[src/rtl/fifo_wr_arbiter_pkg.sv]
// Shared types and width helpers for the FIFO write-port arbiter.
// Burst mode is enabled by defining FIFO_ARB_BURST_EN.
package fifo_arb_pkg;

    typedef enum logic {
        IDLE = 1'b0,
        LOCK = 1'b1
    } arb_state_t;

    // Ceiling log2, never less than 1 so a width is always legal.
    function automatic int clog2(input int v);
        int r;
        r = 1;
        for (int i = 1; i < 31; i++) begin
            if ((1 << i) < v) r = i + 1;
        end
        return r;
    endfunction

    function automatic int idx_width(input int nreq);
        return clog2(nreq);
    endfunction

endpackage

[src/rtl/fifo_wr_arbiter_if.sv]
// Requester-side and FIFO-side signals of the write-port arbiter.
// The master modport is the arbiter; the slave modport is requesters plus FIFO.
interface fifo_wr_arbiter_if #(
    parameter int NREQ  = 4,
    parameter int DSIZE = 16
);
    // req[i] is valid and held with its word until ack[i]; ack[i] and w_en
    // coincide with the edge at which the FIFO captures wdata.
    logic [NREQ-1:0]       req;
    logic [NREQ*DSIZE-1:0] req_data;
    logic [NREQ-1:0]       ack;
    logic                  wfull;
    logic                  w_en;
    logic [DSIZE-1:0]      wdata;

    modport master (
        input  req, req_data, wfull,
        output ack, w_en, wdata
    );

    modport slave (
        output req, req_data, wfull,
        input  ack, w_en, wdata
    );

endinterface

[src/rtl/fifo_rr_pick.sv]
// Combinational round-robin picker: first set req bit at or after start, wrapping.
module fifo_rr_pick #(
    parameter int NREQ  = 4,
    parameter int IDX_W = 2
) (
    input  logic [NREQ-1:0]  req,
    input  logic [IDX_W-1:0] start,
    output logic [NREQ-1:0]  gnt,
    output logic [IDX_W-1:0] idx,
    output logic             valid
);

    logic [IDX_W:0]   pos;
    logic [IDX_W-1:0] pos_idx;

    always_comb begin
        gnt     = '0;
        idx     = '0;
        valid   = 1'b0;
        pos     = '0;
        pos_idx = '0;
        for (int k = 0; k < NREQ; k++) begin
            pos = {1'b0, start} + (IDX_W + 1)'(k);
            if (pos >= (IDX_W + 1)'(NREQ)) pos = pos - (IDX_W + 1)'(NREQ);
            pos_idx = pos[IDX_W-1:0];
            if (!valid && req[pos_idx]) begin
                valid        = 1'b1;
                gnt[pos_idx] = 1'b1;
                idx          = pos_idx;
            end
        end
    end

endmodule

[src/rtl/fifo_wr_arbiter.sv]
// Round-robin arbiter sharing one FIFO write port among NREQ requesters.
// Defining FIFO_ARB_BURST_EN lets a winner hold the port for up to MAXBURST words.
module fifo_wr_arbiter
    import fifo_arb_pkg::*;
#(
    parameter int NREQ     = 4,
    parameter int DSIZE    = 16,
    parameter int MAXBURST = 4
) (
    input  logic                       wclk,
    input  logic                       wrst,
    fifo_wr_arbiter_if.master          bus,
    output logic [idx_width(NREQ)-1:0] owner,
    output logic                       busy
);

    localparam int IDX_W = idx_width(NREQ);

    if (NREQ < 2 || NREQ > 16 || MAXBURST < 1 || MAXBURST > 255) begin : g_bad_params
    end

    logic [IDX_W-1:0] last_q, last_d;
    logic [IDX_W-1:0] owner_q, owner_d;
    logic [IDX_W-1:0] start_idx, pick_idx;
    logic [NREQ-1:0]  pick_gnt;
    logic             pick_valid;
    logic [DSIZE-1:0] words [NREQ];

    for (genvar g = 0; g < NREQ; g++) begin : g_words
        assign words[g] = bus.req_data[g*DSIZE +: DSIZE];
    end

    assign start_idx = (last_q == IDX_W'(NREQ - 1)) ? '0 : last_q + 1'b1;

    fifo_rr_pick #(
        .NREQ  (NREQ),
        .IDX_W (IDX_W)
    ) u_pick (
        .req   (bus.req),
        .start (start_idx),
        .gnt   (pick_gnt),
        .idx   (pick_idx),
        .valid (pick_valid)
    );

`ifdef FIFO_ARB_BURST_EN
    localparam int CNT_W = clog2(MAXBURST + 1);

    arb_state_t       state_q, state_d;
    logic [CNT_W-1:0] cnt_q, cnt_d, cnt_inc;

    always_comb begin
        bus.ack   = '0;
        bus.w_en  = 1'b0;
        bus.wdata = '0;
        last_d    = last_q;
        owner_d   = owner_q;
        state_d   = state_q;
        cnt_d     = cnt_q;
        cnt_inc   = cnt_q + 1'b1;
        // A full FIFO freezes everything, including an open burst.
        if (!wrst && !bus.wfull) begin
            if (state_q == LOCK && bus.req[owner_q]) begin
                bus.ack[owner_q] = 1'b1;
                bus.w_en         = 1'b1;
                bus.wdata        = words[owner_q];
                last_d           = owner_q;
                if (cnt_inc == CNT_W'(MAXBURST)) begin
                    state_d = IDLE;
                    cnt_d   = '0;
                end else begin
                    cnt_d = cnt_inc;
                end
            end else if (pick_valid) begin
                bus.ack   = pick_gnt;
                bus.w_en  = 1'b1;
                bus.wdata = words[pick_idx];
                last_d    = pick_idx;
                owner_d   = pick_idx;
                if (MAXBURST > 1) begin
                    state_d = LOCK;
                    cnt_d   = CNT_W'(1);
                end else begin
                    state_d = IDLE;
                    cnt_d   = '0;
                end
            end else begin
                state_d = IDLE;
                cnt_d   = '0;
            end
        end
    end

    always_ff @(posedge wclk) begin
        if (wrst) begin
            last_q  <= IDX_W'(NREQ - 1);
            owner_q <= '0;
            state_q <= IDLE;
            cnt_q   <= '0;
        end else begin
            last_q  <= last_d;
            owner_q <= owner_d;
            state_q <= state_d;
            cnt_q   <= cnt_d;
        end
    end

    assign busy = (state_q == LOCK);
`else
    always_comb begin
        bus.ack   = '0;
        bus.w_en  = 1'b0;
        bus.wdata = '0;
        last_d    = last_q;
        owner_d   = owner_q;
        if (!wrst && !bus.wfull && pick_valid) begin
            bus.ack   = pick_gnt;
            bus.w_en  = 1'b1;
            bus.wdata = words[pick_idx];
            last_d    = pick_idx;
            owner_d   = pick_idx;
        end
    end

    always_ff @(posedge wclk) begin
        if (wrst) begin
            last_q  <= IDX_W'(NREQ - 1);
            owner_q <= '0;
        end else begin
            last_q  <= last_d;
            owner_q <= owner_d;
        end
    end

    assign busy = 1'b0;
`endif

    assign owner = owner_q;

endmodule

[src/flat_wrapper.sv]
// flat-port wrapper written by rule: the top's interface ports become plain ports
module fifo_wr_arbiter_flat import fifo_arb_pkg::*;
#(
    parameter int NREQ     = 4,
    parameter int DSIZE    = 16,
    parameter int MAXBURST = 4
)
  (wclk, wrst, owner, busy, bus_req, bus_req_data, bus_wfull, bus_ack, bus_w_en, bus_wdata);
  fifo_wr_arbiter_if #(.NREQ(NREQ), .DSIZE(DSIZE)) bus_i ();
  input  logic wclk;
  input  logic wrst;
  output logic [idx_width(NREQ)-1:0] owner;
  output logic busy;
  input wire logic [$bits(bus_i.req)-1:0] bus_req;
  input wire logic [$bits(bus_i.req_data)-1:0] bus_req_data;
  input wire logic [$bits(bus_i.wfull)-1:0] bus_wfull;
  output wire logic [$bits(bus_i.ack)-1:0] bus_ack;
  output wire logic [$bits(bus_i.w_en)-1:0] bus_w_en;
  output wire logic [$bits(bus_i.wdata)-1:0] bus_wdata;
  assign bus_i.req = bus_req;
  assign bus_i.req_data = bus_req_data;
  assign bus_i.wfull = bus_wfull;
  assign bus_ack = bus_i.ack;
  assign bus_w_en = bus_i.w_en;
  assign bus_wdata = bus_i.wdata;
  fifo_wr_arbiter #(.NREQ(NREQ), .DSIZE(DSIZE), .MAXBURST(MAXBURST)) u_core (.wclk(wclk), .wrst(wrst), .bus(bus_i), .owner(owner), .busy(busy));
endmodule
[config.mk]
export PLATFORM = sky130hd
export DESIGN_NAME = fifo_wr_arbiter_flat
export DESIGN_NICKNAME = d
export VERILOG_FILES = /design/src/rtl/fifo_wr_arbiter_pkg.sv /design/src/rtl/fifo_wr_arbiter_if.sv /design/src/rtl/fifo_rr_pick.sv /design/src/rtl/fifo_wr_arbiter.sv /design/src/flat_wrapper.sv
export SDC_FILE = /design/constraint.sdc
export NUM_CORES = 1
export LEC_CHECK = 0
export ABC_AREA = 1
export CAP_MARGIN = 10
export CORE_ASPECT_RATIO = 1.25
export CORE_MARGIN = 4
export CORE_UTILIZATION = 35
export DETAILED_ROUTE_END_ITERATION = 10
export PLACE_DENSITY = 0.79
export SLEW_MARGIN = 20
export SYNTH_ARGS = -nofsm -noshare
export SYNTH_HDL_FRONTEND = slang
export SYNTH_SLANG_ARGS = --single-unit
[constraint.sdc]
create_clock -name wclk -period 3.2 [get_ports wclk]
set_input_delay 0.64 -clock wclk [delete_from_list [all_inputs] [get_ports wclk]]
set_output_delay 0.64 -clock wclk [all_outputs]
set_load 0.02 [all_outputs]
# After elaboration in Yosys (flattened, before gate mapping)
# Cells that the tools add are included.
[totals]
reg_bits = 4
input_bits = 71
output_inout_bits = 24
[op_classes]
addsub = 8
bitwise_logic = 4
n_reduce_logical = 14
mux = 39
eq_ne = 1
n_lt_le_gt_ge = 13
[ops]
columns = ["operator", "n"]
rows = [
  ["2-to-1 mux 16 bit", 3],
  ["binary-select mux 16 bit (select 2 bit)", 1],
  ["2-to-1 mux 4 bit", 5],
  ["2-to-1 mux 2 bit", 9],
  ["2-to-1 mux 1 bit", 13],
  [">= comparator 3 bit, second input constant", 4],
  ["< comparator 2 x 3 -> 1 bit, second input constant", 4],
  ["bitwise OR 4 bit", 3],
  ["logical AND 1 bit", 9],
  ["binary-select mux 1 bit (select 2 bit)", 4],
  ["demux 1 bit (select 2 bit)", 4],
  [">= comparator 2 x 1 -> 1 bit, second input constant", 4],
  ["subtractor 2 x 1 -> 2 bit, second input constant", 4],
  ["adder 2 x 2 -> 3 bit, second input constant", 2],
  ["zero test 1 bit", 5],
  ["adder 2 x 1 -> 3 bit, second input constant", 1],
  [">= comparator 2 x 3 -> 1 bit, second input constant", 1],
  ["inverter 2 -> 3 bit", 1],
  ["adder 2 x 1 -> 2 bit, second input constant", 1],
  ["== test 2 bit, second input constant", 1],
]

# Depth between registers and ports, before layout
[logic_depth]
word_depth = 21
mapped_depth = 17
ltp_nobuf = 17

# Cells and area by module
# A second synthesis with hierarchy kept.
[unflattened]
hier_cells = 299
hier_area_um2 = 1649.1
[modules_own_cells]
columns = ["module", "cells_per_inst", "n_inst", "area_per_inst_um2", "seq_area_each_um2"]
rows = [
  ["fifo_wr_arbiter", 225, 1, 1208.7, 80.1],
  ["fifo_rr_pick", 74, 1, 440.4, 0.0],
]

# Least setup slack after synthesis
# Ideal clock, no wire load.
[synth_path]
path_type = "register to output"
from = "register u_core.last_q[0]"
to = "output port bus_ack[1]"
t_arrival_ns = 2.368
path_buffers = 1
stages_incl_launch_ff = 13
setup_slack_ns = 0.192
t_required_ns = 2.560
path_cell_list = "dfxtp_1 -> inv_2 -> ha_1 -> nor2_1 -> nand3_2 -> nand2_4 -> clkinv_2 -> nand4_1 -> inv_1 -> nor3_4 -> inv_2 -> buf_2 -> a21oi_1"
[synth_between]
elab_chain_cells = 18
[synth_rtl]
columns = ["element", "line_no", "rtl"]
rows = [
  ["from (decl)", "fifo_wr_arbiter.sv:22", "logic [IDX_W-1:0] last_q, last_d;"],
  ["from (signal assigned)", "fifo_wr_arbiter.sv:127", "last_q <= IDX_W'(NREQ - 1);"],
  ["from (signal assigned)", "fifo_wr_arbiter.sv:130", "last_q <= last_d;"],
  ["adder 2 x 1 -> 2 bit or == test 2 bit (tied branches)", "fifo_wr_arbiter.sv:33", "assign start_idx = (last_q == IDX_W'(NREQ - 1)) ? '0 : last_q + 1'b1;"],
  ["2-to-1 mux 2 bit *", "fifo_wr_arbiter.sv:33", ""],
  ["branches (longest 15 deep; another with adder 2 x 1 -> 3 bit)", "--", ""],
  ["2-to-1 mux 4 bit *", "fifo_wr_arbiter.sv:116", "if (!wrst && !bus.wfull && pick_valid) begin"],
  ["to (decl)", "flat_wrapper.sv:17", "output wire logic [$bits(bus_i.ack)-1:0] bus_ack;"],
]
# Every way passes the cells marked *. The select of a mux whose other input is x is not followed.

# Final worst setup path
[layout_path]
from = "input port bus_req[2]"
to = "output port bus_wdata[6]"
[layout_between]
elab_chain_cells = 17
[layout_rtl]
columns = ["element", "line_no", "rtl"]
rows = [
  ["from (decl)", "flat_wrapper.sv:14", "input wire logic [$bits(bus_i.req)-1:0] bus_req;"],
  ["binary-select mux 1 bit (select 2 bit)", "fifo_rr_pick.sv:26", "if (!valid && req[pos_idx]) begin"],
  ["2-to-1 mux 1 bit (implied by the code)", "fifo_rr_pick.sv:26", ""],
  ["2-to-1 mux 1 bit", "fifo_rr_pick.sv:26", ""],
  ["zero test 1 bit", "fifo_rr_pick.sv:26", ""],
  ["logical AND 1 bit", "fifo_rr_pick.sv:26", ""],
  ["2-to-1 mux 1 bit", "fifo_rr_pick.sv:26", ""],
  ["zero test 1 bit", "fifo_rr_pick.sv:26", ""],
  ["logical AND 1 bit", "fifo_rr_pick.sv:26", ""],
  ["2-to-1 mux 1 bit", "fifo_rr_pick.sv:26", ""],
  ["zero test 1 bit", "fifo_rr_pick.sv:26", ""],
  ["logical AND 1 bit", "fifo_rr_pick.sv:26", ""],
  ["2-to-1 mux 2 bit", "fifo_rr_pick.sv:26", ""],
  ["inverter 2 -> 3 bit (implied by the code)", "fifo_wr_arbiter.sv:119", "bus.wdata = words[pick_idx];"],
  ["binary-select mux 16 bit (select 2 bit)", "fifo_wr_arbiter.sv:119", ""],
  ["2-to-1 mux 16 bit (implied by the code) (2 in series)", "fifo_wr_arbiter.sv:119", ""],
  ["2-to-1 mux 16 bit *", "fifo_wr_arbiter.sv:116", ""],
  ["to (decl)", "flat_wrapper.sv:19", "output wire logic [$bits(bus_i.wdata)-1:0] bus_wdata;"],
]
# Every way passes the cells marked *; elsewhere a longest branch is shown, timed or not. The select of a mux whose other input is x is not followed.

==> impl_metrics.tcl <==
set metrics [dict create \
    status "finished clean" \
    routabilityCongestion 0.847 \
    cts_sinks 4 \
    ys_warn_count 0 \
    post-place-cells 441 \
    cp-endpoint "bus_wdata[6]" \
    preCtsSetupSlack_ns -0.498 \
    cts_tree "done" \
    cp_data_required_time_ns 2.56 \
    tns_ns 0 \
    ff2ff_path_depth 17 \
    dieArea_sq_um 5100 \
    reg2reg_from "u_core.last_q[0]" \
    finish.utilization_pct 71.8 \
    area_growth_pct 94.8 \
    drive_above_1_share_pct 26.5 \
    path_common_cell "nand2_1" \
    ir_worst_vdd_v 0.000701 \
    drv_cap 0 \
    htreeDepth 1 \
    nets 481 \
    critPathLaunchType "input pin" \
    antenna_found_initial 0 \
    synth_edf_count 0 \
    start_util_pct 36.9 \
    path_class "input pin to primary output" \
    grt_max_degree 19 \
    setup_viol 0 \
    p_leak_nw 1.51 \
    totalWireLength_um 5160 \
    layout_commonest_cell "nand2_1" \
    syn_area_sq_um 1410 \
    fmax_ghz 0.329 \
    end_kind "primary output" \
    grt.total_usage_pct 18.8 \
    die_w_um 64.7 \
    most-common-layout-cells "nand2_1 (137), clkdlybuf4s50_1 (68), buf_4 (47)" \
    worstReg2RegEnd "u_core.last_q[1]" \
    crit_cells 17 \
    ff2ff_setup_slack_ns 0.83 \
    slowest_delay_ns 0.24 \
    power_density_nw_per_um2 1120 \
    period_minus_slack_ns 3.04 \
    clkSlewWorstSetupHoldPaths_ns 0.03 \
    synthMuxAreaShare_pct 0 \
    ys.flop_type "dfxtp_1" \
    viasPerCell 4.69 \
    clk_path_buf_depth 2 \
    firstDrtPassIters 4 \
    hold_viol_final 0 \
    cp_top_family "simple AND/OR/NAND/NOR gates" \
    instances_no_fill 454 \
    async_flop_share_pct 0 \
    clk_latency_ns 0.21 \
    ios 95 \
    syn_nets 347 \
    drc 0 \
    cts_root_buf "clkbuf_8" \
    cts-buffers-inserted 3 \
    numPortBuffers 93 \
    synth_xor_xnor_area_share_pct 0 \
    synth_compound_area_share_pct 6.94 \
    drv_slew 0 \
    antenna_left 0 \
    vias 2128 \
    skew_ns 0.00260 \
    n_antenna_cell 0 \
    fp.dieH_um 78.9 \
    coreArea_sq_um 3820 \
    yosys.cell_types.count 29 \
    worstPathArrival_ns 2.40 \
    yosys.area_share.simple_pct 67.4 \
    synth_adder_area_share_pct 7.12 \
    startpoint "bus_req[2]" \
    ctsHoldBuffers 0 \
    ys_seq_area_share_pct 5.69 \
    synth_seq_cells 4 \
    wl_per_cell_um 11.4 \
    period_share_pct 94.9 \
    hpwl_um 4080 \
    critPathSlowestCell "dlygate4sd2_1" \
    path_buf_inv 4 \
    timing.final.ws_setup_ns 0.165 \
    hp-class "flip-flop to flip-flop" \
    drtIter0Drc 67 \
    synthCells 268 \
    gr-total-overflow 0 \
    worst-path-max-fanout 7 \
    grt_pass1_wl_um 7900 \
    grt_pass1_vias 1954 \
    cp_cell_sequence "dlygate4sd2_1, buf_4, nand2_2, nand3_2, nand2_4, nand2_4, nand2_1, nand2_1, nand2_1, nand2_1, nand2_2, nand2_4, buf_4, nor2_4, nand2_1, nand2_1, buf_2" \
    synth.avg_cell_area_sq_um 5.25 \
    synth_top_family_by_area "simple AND/OR/NAND/NOR gates" \
    power_mw 3.08 \
    num_rows 25 \
]
[final cells by class]
class | count | area, sq um
Clock buffer | 3 | 41.3
Timing Repair Buffer | 136 | 1210
Tap cell | 54 | 67.6
Multi-Input combinational cell | 227 | 1210
Inverter | 30 | 125
Fill cell | 332 | 1080
Sequential cell | 4 | 81.3
[report_power, final]
part | switching, mW | total, mW | internal, mW | leakage, nW
registers | 0.0189 | 0.0943 | 0.0754 | 0.0327
logic | 1.64 | 2.88 | 1.24 | 1.46
clock network | 0.0244 | 0.104 | 0.0800 | 0.0216
total | 1.68 | 3.08 | 1.40 | 1.51
[state kept, by name, summed over array words and instances, names as in the netlist]
signal         flops
u_core.last_q      2
u_core.owner       2
[routing by layer]
layer  global-route usage, %  share of wire (%)  up-vias
li1                        -                  -     1098
met5                       0                  0        -
met3                    3.68                6.8       16
met1                    20.8                 41      934
met2                    35.0                 50       80
met4                    7.19                2.9        0
[worst min path at each step]
stage                         start         endpoint  slack, ns  cells past startpoint
finish              u_core.owner[0]  u_core.owner[0]       0.49                      2
CTS                 u_core.owner[0]  u_core.owner[0]       0.48                      2
global placement    u_core.owner[0]  u_core.owner[0]       0.45                      2
global route        u_core.owner[0]  u_core.owner[0]       0.49                      2
floorplan           u_core.owner[1]  u_core.owner[1]       0.54                      2
detailed placement  u_core.owner[0]  u_core.owner[0]       0.46                      2
[kinds of logic (layout without fill, tap and decap cells)]
kind of cell	Yosys count	in the layout
and+or+nand+nor	201	202
buffers and inverters	38	169
AOI/OAI and AO/OA	16	16
adders and majority gates	8	8
DFF	4	4
other	1	1
[stage by stage]
stage | area [sq um] | hold slack, ns
after floorplan | 1410 | 0.545
after global placement | 2620 | 0.451
after detailed placement | 2620 | 0.459
after CTS | 2660 | 0.477
after global routing | 2740 | 0.486
final | 2740 | 0.488
[Yosys cell counts (all sizes together), types with 2 or more instances]
cell type	number	area (sq um)
nand2	152	628
nand3	33	198
inv	29	114
nor2	12	86.3
a21oi	9	45.0
buf	8	57.6
ha	8	100
dfxtp	4	80.1
a221oi	3	26.3
o21ai	2	10.0
[worst reg2reg max path, cell delays in order, from the launching register on]
cell and delay [ns]:
dfxtp_2 0.33, buf_4 0.14, ha_1 0.22, or2_2 0.27, nand2_1 0.06, nand2_1 0.06, buf_4 0.14, nor2_4 0.11
inv_1 0.05, nand2_2 0.08, nand2_4 0.08, inv_4 0.13, nor2_8 0.04, buf_6 0.12, buf_4 0.13, buf_4 0.12
buf_4 0.11, a21oi_1 0.10
[what timing repair did]
item / CTS / global route
gates cloned: 1 / 0
setup endpoints to repair: 21 / 20
pin swaps: 7 / 8
setup buffers: 5 / 4
resized for setup: 103 / 16
No activity file was read; power rests on OpenSTA's default activity.
